## src/rtl/instruction_decode_register_if.sv

```systemverilog
// Fetch-to-extend handshake bundle for instruction_decode_register.
// The illegalOp signal exists only when IDR_ILLEGAL_OP_EN is defined.
interface instruction_decode_register_if #(
  parameter int IW = 32,
  parameter int N  = 16,
  parameter int CW = 16
);
  logic          in_valid;
  logic          in_ready;
  logic [IW-1:0] instrIN;
  logic          out_valid;
  logic          out_ready;
  logic [5:0]    opcode;
  logic [4:0]    rs;
  logic [4:0]    rt;
  logic [N-1:0]  immediateOUT;
  logic          U;
  logic [CW-1:0] decodeCount;
`ifdef IDR_ILLEGAL_OP_EN
  logic          illegalOp;

  modport slave (
    input  in_valid, instrIN, out_ready,
    output in_ready, out_valid, opcode, rs, rt, immediateOUT, U, decodeCount, illegalOp
  );
  modport master (
    output in_valid, instrIN, out_ready,
    input  in_ready, out_valid, opcode, rs, rt, immediateOUT, U, decodeCount, illegalOp
  );
`else
  modport slave (
    input  in_valid, instrIN, out_ready,
    output in_ready, out_valid, opcode, rs, rt, immediateOUT, U, decodeCount
  );
  modport master (
    output in_valid, instrIN, out_ready,
    input  in_ready, out_valid, opcode, rs, rt, immediateOUT, U, decodeCount
  );
`endif
endinterface

```

## src/rtl/instruction_decode_register.sv

```systemverilog
// Two-entry skid buffer between fetch and immediate extension; decodes fields,
// extension mode U and counts releases. Optional illegalOp flag: IDR_ILLEGAL_OP_EN.
module instruction_decode_register #(
  parameter int IW = 32,
  parameter int N  = 16,
  parameter int CW = 16
) (
  input  logic clk,
  input  logic rst_n,
  input  logic flush,
  instruction_decode_register_if.slave bus
);

  typedef enum logic [1:0] {EMPTY, ONE, TWO} state_e;

  typedef struct packed {
    logic [IW-1:0] instr;
    logic          u;
  } entry_t;

  state_e        state_q, state_d;
  entry_t        main_q, skid_q, in_entry;
  logic          in_ready_q, in_ready_d;
  logic [CW-1:0] cnt_q;
  logic          acc, rel;
  logic          ld_main_in, ld_main_skid, ld_skid;

  // Logical-immediate opcodes 0x0C..0x0F zero-extend.
  assign in_entry.instr = bus.instrIN;
  assign in_entry.u     = (bus.instrIN[31:28] == 4'b0011);

  assign acc = bus.in_valid & in_ready_q;
  assign rel = (state_q != EMPTY) & bus.out_ready;

  always_ff @(posedge clk) begin
    if (!rst_n) begin
      state_q    <= EMPTY;
      in_ready_q <= 1'b0;
    end else begin
      state_q    <= state_d;
      in_ready_q <= in_ready_d;
    end
  end

  always_comb begin
    state_d      = state_q;
    ld_main_in   = 1'b0;
    ld_main_skid = 1'b0;
    ld_skid      = 1'b0;
    unique case (state_q)
      EMPTY: if (acc) begin
        state_d    = ONE;
        ld_main_in = 1'b1;
      end
      ONE: begin
        if (acc && !rel) begin
          state_d = TWO;
          ld_skid = 1'b1;
        end else if (!acc && rel) begin
          state_d = EMPTY;
        end else if (acc && rel) begin
          ld_main_in = 1'b1;
        end
      end
      TWO: if (rel) begin
        state_d      = ONE;
        ld_main_skid = 1'b1;
      end
      default: state_d = EMPTY;
    endcase
    // Flush drops any same-cycle accept; a same-cycle release still counts.
    if (flush) begin
      state_d      = EMPTY;
      ld_main_in   = 1'b0;
      ld_main_skid = 1'b0;
      ld_skid      = 1'b0;
    end
    in_ready_d = (state_d != TWO);
  end

  always_ff @(posedge clk) begin
    if (!rst_n) begin
      main_q <= '0;
      skid_q <= '0;
      cnt_q  <= '0;
    end else begin
      if (ld_main_in)        main_q <= in_entry;
      else if (ld_main_skid) main_q <= skid_q;
      if (ld_skid)           skid_q <= in_entry;
      if (rel)               cnt_q  <= cnt_q + CW'(1);
    end
  end

  always_comb begin
    bus.in_ready     = in_ready_q;
    bus.out_valid    = (state_q != EMPTY);
    bus.opcode       = main_q.instr[31:26];
    bus.rs           = main_q.instr[25:21];
    bus.rt           = main_q.instr[20:16];
    bus.immediateOUT = main_q.instr[N-1:0];
    bus.U            = main_q.u;
    bus.decodeCount  = cnt_q;
  end

`ifdef IDR_ILLEGAL_OP_EN
  logic [5:0] hop;
  logic       legal;
  always_comb begin
    hop          = main_q.instr[31:26];
    legal        = (hop == 6'h00) || (hop >= 6'h02 && hop <= 6'h0F) ||
                   (hop >= 6'h20 && hop <= 6'h2B);
    bus.illegalOp = (state_q != EMPTY) && !legal;
  end
`endif

endmodule
```

## src/flat_wrapper.sv

```systemverilog
// flat-port wrapper written by rule: the top's interface ports become plain ports
module instruction_decode_register_flat 
#(
  parameter int IW = 32,
  parameter int N  = 16,
  parameter int CW = 16
)
  (clk, rst_n, flush, bus_in_valid, bus_instrIN, bus_out_ready, bus_in_ready, bus_out_valid, bus_opcode, bus_rs, bus_rt, bus_immediateOUT, bus_U, bus_decodeCount);
  instruction_decode_register_if #(.IW(IW), .N(N), .CW(CW)) bus_i ();
  input  logic clk;
  input  logic rst_n;
  input  logic flush;
  input wire logic [$bits(bus_i.in_valid)-1:0] bus_in_valid;
  input wire logic [$bits(bus_i.instrIN)-1:0] bus_instrIN;
  input wire logic [$bits(bus_i.out_ready)-1:0] bus_out_ready;
  output wire logic [$bits(bus_i.in_ready)-1:0] bus_in_ready;
  output wire logic [$bits(bus_i.out_valid)-1:0] bus_out_valid;
  output wire logic [$bits(bus_i.opcode)-1:0] bus_opcode;
  output wire logic [$bits(bus_i.rs)-1:0] bus_rs;
  output wire logic [$bits(bus_i.rt)-1:0] bus_rt;
  output wire logic [$bits(bus_i.immediateOUT)-1:0] bus_immediateOUT;
  output wire logic [$bits(bus_i.U)-1:0] bus_U;
  output wire logic [$bits(bus_i.decodeCount)-1:0] bus_decodeCount;
  assign bus_i.in_valid = bus_in_valid;
  assign bus_i.instrIN = bus_instrIN;
  assign bus_i.out_ready = bus_out_ready;
  assign bus_in_ready = bus_i.in_ready;
  assign bus_out_valid = bus_i.out_valid;
  assign bus_opcode = bus_i.opcode;
  assign bus_rs = bus_i.rs;
  assign bus_rt = bus_i.rt;
  assign bus_immediateOUT = bus_i.immediateOUT;
  assign bus_U = bus_i.U;
  assign bus_decodeCount = bus_i.decodeCount;
  instruction_decode_register #(.IW(IW), .N(N), .CW(CW)) u_core (.clk(clk), .rst_n(rst_n), .flush(flush), .bus(bus_i));
endmodule
```

## config.mk

```make
export PLATFORM = sky130hd
export DESIGN_NAME = instruction_decode_register_flat
export DESIGN_NICKNAME = d
export VERILOG_FILES = /design/src/rtl/instruction_decode_register_if.sv /design/src/rtl/instruction_decode_register.sv /design/src/flat_wrapper.sv
export SDC_FILE = /design/constraint.sdc
export NUM_CORES = 1
export LEC_CHECK = 0
export BUFFER_PORTS_ARGS = -buffer_cell sky130_fd_sc_hd__buf_2
export CAP_MARGIN = 20
export CELL_PAD_IN_SITES_DETAIL_PLACEMENT = 2
export CELL_PAD_IN_SITES_GLOBAL_PLACEMENT = 2
export CORE_AREA = 4 4 111 113
export DETAILED_ROUTE_END_ITERATION = 12
export DIE_AREA = 0 0 115 117
export GPL_TIMING_DRIVEN = 0
export PLACE_DENSITY = 0.77
export SLEW_MARGIN = 20
export SYNTH_ARGS = -nofsm -noshare
export SYNTH_HDL_FRONTEND = slang
export SYNTH_SLANG_ARGS = --single-unit
```

## constraint.sdc

```tcl
create_clock -name clk -period 2 [get_ports clk]
set_clock_uncertainty 0.1 [all_clocks]
set_input_delay 0 -clock clk [delete_from_list [all_inputs] [get_ports clk]]
set_output_delay 0 -clock clk [all_outputs]
set_load 0.05 [all_outputs]
```

# After elaboration in Yosys (flattened, before gate mapping)
# Cells that the tools add are included.
# word_totals
input_bits	37
regBits	85
wordCells	42
output_inout_bits	51
# op_classes
n_mux	20
add_sub_neg	1
n_eq_ne	4
reduce_logical	8
n_bitwise	2
# op_table
cell	count
two-way mux 33 bit	2
adder 16 x 1 -> 16 bit (second input constant)	1
two-way mux 1 bit	11
two-way mux 2 bit	5
one-hot mux 2 bit (3 select lines)	1
equality test 4 x 2 -> 1 bit (second input constant)	1
nonzero test 2 bit	2
logical AND 1 bit	3
bitwise AND 1 bit	2
equality test 2 x 1 -> 1 bit (second input constant)	1
equality test 2 bit (second input constant)	1
zero test 1 bit	2
zero test 2 bit	1
!= test 2 bit (second input constant)	1
one-hot mux 1 bit (2 select lines)	1

# Logic depth before layout (Yosys ltp)
# Gate-level depths: netlist of run 1.
# logic_depth
word_depth	9
ltp_mapped	7
mapped_depth_nobuf	5

# Worst setup path before layout of run 1
# OpenSTA, ideal clock, no wires.
# synth_timing
kind	register to register
from	reg u_core.cnt_q[4], in the netlist u_core.bus.decodeCount[4]
to	reg u_core.cnt_q[15], in the netlist u_core.bus.decodeCount[15]
setup_time_ps	70
period_less_slack_ps	2143
n_path_buf	0
stages_incl_launch_ff	5
arrival_time_ps	1973
required_ps	1830
path_slack_ps	-143
cell_sequence	dfxtp_1 -> nand4_4 -> or4_4 -> or3_1 -> a21oi_1
# synth_between
elab_chain_cells	1
# synth_rtl
item	line_no	source
start, declared	instruction_decode_register.sv:24	logic [CW-1:0] cnt_q;
start signal, assigned	instruction_decode_register.sv:90	if (rel) cnt_q <= cnt_q + CW'(1);
adder 16 x 1 -> 16 bit	instruction_decode_register.sv:90	
# Every way passes these cells.
# A chain may end at the register's enable or synchronous reset.

# Worst setup path in the final report of run 1
# layout_timing
from	reg u_core.state_q[1]
to	reg u_core.main_q, in the netlist u_core.bus.opcode[1]
# layout_between
elab_chain_cells	9
word_cells_on_any_way	19
cone_classes	eq/ne: 2; mux: 9; bitwise: 1; reduce/logical: 7
# layout_rtl
item	line_no	source
start, declared	instruction_decode_register.sv:21	state_e state_q, state_d;
start signal, assigned	instruction_decode_register.sv:40	state_q <= state_d;
nonzero test 2 bit	instruction_decode_register.sv:33	assign rel = (state_q != EMPTY) & bus.out_ready;
bitwise AND 1 bit	instruction_decode_register.sv:33	
logical AND 1 bit	instruction_decode_register.sv:61	end else if (acc && rel) begin
two-way mux 1 bit	instruction_decode_register.sv:61	
two-way mux 1 bit	instruction_decode_register.sv:59	end else if (!acc && rel) begin
two-way mux 1 bit	instruction_decode_register.sv:56	if (acc && !rel) begin
one-hot mux 1 bit (2 select lines)	instruction_decode_register.sv:50	unique case (state_q)
two-way mux 1 bit	instruction_decode_register.sv:72	if (flush) begin
two-way mux 33 bit or nonzero test 2 bit (tied branches)	--	
end signal, assigned	instruction_decode_register.sv:87	if (ld_main_in) main_q <= in_entry;
end signal, assigned	instruction_decode_register.sv:88	else if (ld_main_skid) main_q <= skid_q;
end, declared	instruction_decode_register.sv:22	entry_t main_q, skid_q, in_entry;
# Several ways; a longest one is shown, not always the timed one.

==> results of run 1 <==
## cell type report
type | instances | area, um2 | area share (%)
Buffer | 29 | 159 | 3.38
Timing Repair Buffer | 124 | 811 | 17.2
Inverter | 7 | 26.3 | 0.559
Clock inverter | 4 | 45.0 | 0.957
Sequential cell | 85 | 1710 | 36.4
Tap cell | 143 | 179 | 3.80
Clock buffer | 12 | 267 | 5.66
Multi-Input combinational cell | 284 | 1510 | 32.0
## flip-flops by register name, summed over array words and instances (netlist names)
| signal | flops |
|---|---|
| u_core.bus.U | 1 |
| u_core.bus.rs | 5 |
| u_core.bus.immediateOUT | 16 |
| u_core.bus.decodeCount | 16 |
| u_core.bus.rt | 5 |
| u_core.state_q | 2 |
| u_core.bus.opcode | 6 |
| u_core.skid_q | 33 |
| u_core.bus.in_ready | 1 |
## cells in the final DEF (no fill, tap or decap), types with 2 or more instances in the layout
master | Yosys | routed
nor3_1 | 6 | 6
xnor2_1 | 8 | 8
clkbuf_8 | 0 | 3
a21oi_1 | 75 | 74
clkinv_2 | 0 | 3
nand4_1 | 2 | 2
or4_1 | 2 | 2
nor2_1 | 12 | 10
o21ai_0 | 5 | 5
clkbuf_16 | 0 | 9
inv_1 | 7 | 7
dfxtp_2 | 0 | 9
or3_2 | 2 | 2
clkbuf_1 | 26 | 10
nand3_1 | 4 | 4
nand2b_1 | 2 | 2
nor2_2 | 0 | 2
clkbuf_2 | 0 | 15
buf_2 | 0 | 86
a22oi_1 | 33 | 33
nand2_1 | 107 | 107
dfxtp_1 | 85 | 76
or3_1 | 5 | 5
or2_2 | 3 | 3
dlygate4sd3_1 | 0 | 38
## per-layer routing
layer | vias up | share of wire, % | track usage (%)
met4 | 0 | 1.3 | 6.96
met3 | 11 | 3.9 | 2.93
met5 | - | 0 | 0
li1 | 1662 | - | -
met2 | 66 | 51 | 32.3
met1 | 1655 | 44 | 20.2
## critical path, stage by stage (launching register included)
cell and delay, ps:
dfxtp_1 340, buf_12 150, nor4bb_1 120, clkbuf_2 170, a21oi_2 320, clkbuf_2 320
nand2_1 90, a21oi_1 170
## timing repair
action / 4_1_cts / 5_1_grt
gates cloned: 0 / 0
gates resized for setup: 13 / 15
hold buffers: 38 / 0
hold endpoints to repair: 68 / 0
endpoints found under the setup margin: 44 / 61
## worst max path at each step
stage                                    startpoint                          to
after detailed placement          u_core.state_q[1]  u_core.bus.immediateOUT[2]
after CTS                         u_core.state_q[1]           u_core.skid_q[23]
after floorplan           u_core.bus.decodeCount[1]  u_core.bus.decodeCount[11]
after global placement            u_core.state_q[1]  u_core.bus.immediateOUT[6]
final                             u_core.state_q[1]        u_core.bus.opcode[1]
after global routing              u_core.state_q[1]            u_core.bus.rt[1]
## metrics by stage
step                      hold WS, ps  TNS [ps]  instance area (um2)  power (uW)  instances
final                             358         0                 4700        3810        688
after global routing              375         0                 4700        3980        688
after CTS                         351         0                 4690        3870        688
after detailed placement          128     -6900                 3970        2050        634
after global placement            123     -4840                 3970        2040        634
after floorplan                 -23.1         0                 3360        1940        405
## cells by family after synthesis
family	after synthesis	synth area share (%)
and+or+nand+nor	154	20.7
AOI/OAI and AO/OA	120	20.9
DFF	85	50.8
buffers and inverters	36	4.86
xor gates and xnor gates	9	2.35
adders and majority gates	1	0.373
## power groups by stage
| stage | Combinational [uW] | Clock [uW] | Sequential [uW] |
|---|---|---|---|
| 2_1_floorplan | 86.1 | 0 | 1850 |
| 3_3_place_gp | 274 | 0 | 1770 |
| 3_5_place_dp | 280 | 0 | 1770 |
| 4_1_cts | 339 | 1800 | 1730 |
| 5_1_grt | 367 | 1880 | 1730 |
| 6_report | 338 | 1740 | 1730 |
==> flow_metrics.py, run 1 <==
metrics = {
    "outcome": {
        "outcome": "finished, final reports clean",
    },
    "timing": {
        "final_max_slew_viol_count": 0,
        "maxSlewHeadroom_pct": 60.5,
        "setup_violations": 0,
        "min_period_over_period_pct": 93.2,
        "worst_slack_ps": 137,
        "finalHoldViolCount": 0,
        "worst_pin_slew_ps": 593,
        "fin_crit_ps": 1860,
        "grt_setup_unrepaired": "true",
        "fmaxAchievable_mhz": 537,
    },
    "synth": {
        "synth-main-ff-cell": "dfxtp_1",
        "yosysSeqAreaShare_pct": 50.8,
        "synth_top_area_share_pct": 50.8,
        "syn_nets": 443,
        "synthesis.instances": 405,
        "synthTopCellsByArea": "dfxtp_1 (51%), nand2_1 (12%), a21oi_1 (11%), a22oi_1 (7.4%), clkbuf_1 (2.9%)",
        "synth_area_mm2": 0.00335,
        "synth_common_cells": "nand2_1 (107), dfxtp_1 (85), a21oi_1 (75)",
        "yosysWarnings": 0,
        "synth.most_common_cell": "nand2_1",
        "synth_top_area_cell": "dfxtp_1",
        "synth_seq_cells": 85,
        "async_reset_ff_share_pct": 0,
        "ys_types": 37,
        "synth.avg_cell_area_um2": 8.27,
        "synth-edff-count": 0,
    },
    "floorplanning": {
        "die_w_um": 115,
        "rows": 39,
        "core_area_mm2": 0.0113,
        "io_pins": 88,
        "start_util_pct": 29.6,
        "dieArea_mm2": 0.0135,
        "die_h_um": 117,
    },
    "placement": {
        "numPortBuffers": 86,
        "gp_congestion": 0.676,
        "post-place-ws_ps": -289,
        "dp_hpwl_um": 7800,
    },
    "pwr": {
        "p_comb_share_pct": 8.9,
        "p_leak_uw": 0.00182,
        "clockPowerShare_pct": 45.7,
        "ir_drop_mv": 0.294,
        "power_frac_seq_pct": 45.4,
        "netSwitchingFraction_pct": 23.8,
        "internal-power_uw": 2910,
        "power_density_mw_per_mm2": 811,
        "p_sw_uw": 907,
    },
    "finish": {
        "diodes": 0,
        "fin_nets": 578,
        "layout-drive-gt1-share_pct": 26.1,
        "fill_cells": 1287,
        "final_util_pct": 41.6,
        "syn_to_final_growth_pct": 40.5,
    },
    "cts": {
        "post-cts-setup-buffer-count": 0,
        "cts_tree": "built",
        "cts.clk_slew.worst_paths_ps": 60,
        "htreeDepth": 3,
        "cts-root-buf": "clkbuf_16",
        "clkLatencyLatePin_ps": 340,
        "clock_path_buffers": 2,
        "clock_sinks": 85,
        "numCtsBuffers": 9,
    },
    "critical_path": {
        "rr_startpoint": "u_core.state_q[1]",
        "rrSetupSlack_ps": 140,
        "worstPathMaxFanout": 10,
        "reg2reg_depth": 7,
        "worstSetupStartpointType": "register",
        "cp_data_arrival_time_ps": 2020,
        "cp-end-kind": "register",
        "critPathRequiredTime_ps": 2160,
        "path_class": "register to register",
        "worstReg2RegEnd": "u_core.bus.opcode[1]",
    },
    "routing": {
        "wirelength_um": 11400,
        "drt_iter0_markers": 80,
        "vias": 3394,
        "drc": 0,
        "via_per_inst": 4.93,
        "firstDrtPassIters": 4,
        "wire_per_inst_um": 16.6,
        "ant_nets": 0,
    },
    "global_route": {
        "overflow": 0,
        "grt_first_pass_wirelength_um": 18400,
        "antenna_found_initial": 0,
        "grt_max_degree": 14,
        "grt_use_total_pct": 17.5,
        "grt_pass1_vias": 3677,
    },
    "min_path": {
        "holdPathEnd": "u_core.bus.rt[3]",
        "hold_start": "u_core.bus.rt[3]",
        "min_path_type": "register to register",
        "hold_depth": 2,
    },
    "run": {
        "maxCapViolCount": 0,
    },
}
(Power assumes the default switching activity.)
==> run 2, diff against run 1 <==
--- a/config.mk
+++ b/config.mk
@@ -9,11 +9,12 @@
 export CAP_MARGIN = 20
 export CELL_PAD_IN_SITES_DETAIL_PLACEMENT = 2
 export CELL_PAD_IN_SITES_GLOBAL_PLACEMENT = 2
-export CORE_AREA = 4 4 111 113
+export CORE_AREA = 4 4 109 111
+export CTS_BUF_LIST = sky130_fd_sc_hd__clkbuf_4 sky130_fd_sc_hd__clkbuf_8
 export DETAILED_ROUTE_END_ITERATION = 12
-export DIE_AREA = 0 0 115 117
+export DIE_AREA = 0 0 113 115
 export GPL_TIMING_DRIVEN = 0
-export PLACE_DENSITY = 0.77
+export PLACE_DENSITY = 0.79
 export SLEW_MARGIN = 20
 export SYNTH_ARGS = -nofsm -noshare
 export SYNTH_HDL_FRONTEND = slang
==> run 2 against run 1 <==
Compared with the run above: total power is 12% lower; fmax is 1.8% lower; clock power is 25% lower; non-clock buffer count stayed put; sequential share of layout area is 0.86 points higher; wire length hardly changed; combinational power hardly changed; critical path depth is 2 lower; worst hold slack worse by 210 ps; register-to-register slack worse by 30 ps; sequential power hardly changed.
==> flow_metrics.py, run 2 (synthesis gave the netlist of run 1 again) <==
metrics = {
    "global_route": {
        "grt_pass1_vias": 3682,
        "grt_first_pass_wirelength_um": 18200,
        "antenna_found_initial": 0,
        "grt_max_degree": 14,
        "overflow": 0,
        "grt_use_total_pct": 17.7,
    },
    "routing": {
        "ant_nets": 0,
        "wire_per_inst_um": 16.7,
        "wirelength_um": 11400,
        "drt_iter0_markers": 69,
        "vias": 3419,
        "firstDrtPassIters": 4,
        "drc": 0,
        "via_per_inst": 4.99,
    },
    "timing": {
        "setup_violations": 0,
        "final_max_slew_viol_count": 0,
        "timing.setup.tns_ps": 0,
        "maxSlewHeadroom_pct": 63.1,
        "worst_pin_slew_ps": 554,
        "min_period_over_period_pct": 94.9,
        "fmaxAchievable_mhz": 527,
        "fin_crit_ps": 1900,
        "finalHoldViolCount": 0,
    },
    "run": {
        "maxCapViolCount": 0,
    },
    "floorplanning": {
        "start_util_pct": 31.0,
        "die_w_um": 113,
        "rows": 38,
        "core_area_mm2": 0.0108,
        "dieArea_mm2": 0.0130,
        "io_pins": 88,
        "die_h_um": 115,
    },
    "cts": {
        "htreeDepth": 3,
        "numCtsBuffers": 9,
        "clock_path_buffers": 2,
        "clkLatencyLatePin_ps": 370,
        "cts_tree": "built",
        "clock_sinks": 85,
        "cts-root-buf": "clkbuf_8",
        "cts.clk_slew.worst_paths_ps": 80,
    },
    "finish": {
        "seq_area_mm2": 0.00171,
        "fin_nets": 578,
        "final_cell_area_mm2": 0.00460,
        "final_cell_mix": "nand2_1 (107), buf_2 (86), dfxtp_1 (75), a21oi_1 (74), dlygate4sd3_1 (38)",
        "diodes": 0,
        "largest_reg_flops": 33,
        "fill_cells": 1214,
        "multi_input_area_mm2": 0.00150,
        "regMostFlops": "u_core.skid_q",
        "layout_commonest_cell": "nand2_1",
        "syn_to_final_growth_pct": 37.3,
        "layout-drive-gt1-share_pct": 26.2,
    },
    "pwr": {
        "power_density_mw_per_mm2": 734,
        "p_leak_uw": 0.00177,
        "ir_drop_mv": 0.249,
    },
    "critical_path": {
        "critPathRequiredTime_ps": 2210,
        "cp_data_arrival_time_ps": 2110,
        "path_class": "register to register",
        "worstSetupStartpointType": "register",
        "rrSetupSlack_ps": 100,
        "cp-end-kind": "register",
        "rr_startpoint": "u_core.state_q[1]",
        "reg2reg_depth": 5,
        "worstPathMaxFanout": 10,
        "worstReg2RegEnd": "u_core.state_q[1]",
    },
    "placement": {
        "gp_congestion": 0.698,
        "placed_area_mm2": 0.00397,
        "numPortBuffers": 86,
        "dp_hpwl_um": 7930,
    },
    "outcome": {
        "outcome": "finished, final reports clean",
    },
    "min_path": {
        "holdPathEnd": "u_core.skid_q[13]",
        "hold_start": "flush",
        "min_path_type": "input pin to register",
        "hold_depth": 5,
    },
}
==> run 2: timing repair <==
item | in CTS | in global routing
gates resized for setup | 11 | 18
setup buffers | 0 | 0
endpoints found under the hold margin | 70 | 0
endpoints found under the setup margin | 54 | 61
hold buffers | 38 | 0
==> run 2: metal layers <==
layer | share of wire (%) | GRT usage [%] | wire length (um)
met2 | 51 | 32.5 | 5830
met5 | 0 | 0 | 0
met3 | 4.1 | 3.16 | 468
met4 | 1.6 | 6.97 | 188
met1 | 43 | 20.3 | 4920
==> run 2: power by group <==
part           switching [uW]  internal, uW  total [uW]
clock network             634           674        1310
registers                14.3          1720        1730
logic                     213           124         337
total                     861          2510        3380
==> run 2: area by class of cell <==
class	instances	share of cell area, %
Buffer	29	3.45
Tap cell	140	3.81
Sequential cell	85	37.3
Inverter	7	0.571
Clock inverter	4	0.979
Multi-Input combinational cell	284	32.7
Clock buffer	12	3.59
Timing Repair Buffer	124	17.6
==> run 2: worst max path at each step <==
stage / startpoint / to / slack [ps]
after global routing: u_core.state_q[1] / u_core.bus.opcode[1] / -1
after global placement: u_core.state_q[1] / u_core.bus.immediateOUT[8] / -140
final: u_core.state_q[1] / u_core.state_q[1] / 100
after CTS: u_core.state_q[1] / u_core.bus.rt[4] / -100
after floorplan: u_core.bus.decodeCount[1] / u_core.bus.decodeCount[11] / 20
after detailed placement: u_core.state_q[1] / u_core.bus.opcode[1] / -210
==> run 2: through the flow <==
stage,util [%],hold WS (ps),power (uW),setup WS [ps],std cells
after detailed placement,36.7,153,2050,-209,631
after CTS,42.3,125,3430,-101,685
after floorplan,-,-23.1,1940,24.6,405
after global placement,36.7,131,2040,-138,631
after global routing,42.6,179,3510,-1.46,685
final,42.6,149,3380,102,685
==> run 2: worst max-delay path, stage by stage (launching register included) <==
cell and delay, ps:
dfxtp_1 350, buf_12 150, nand4b_1 170, a211oi_1 370, and2_1 170, dlygate4sd3_1 530
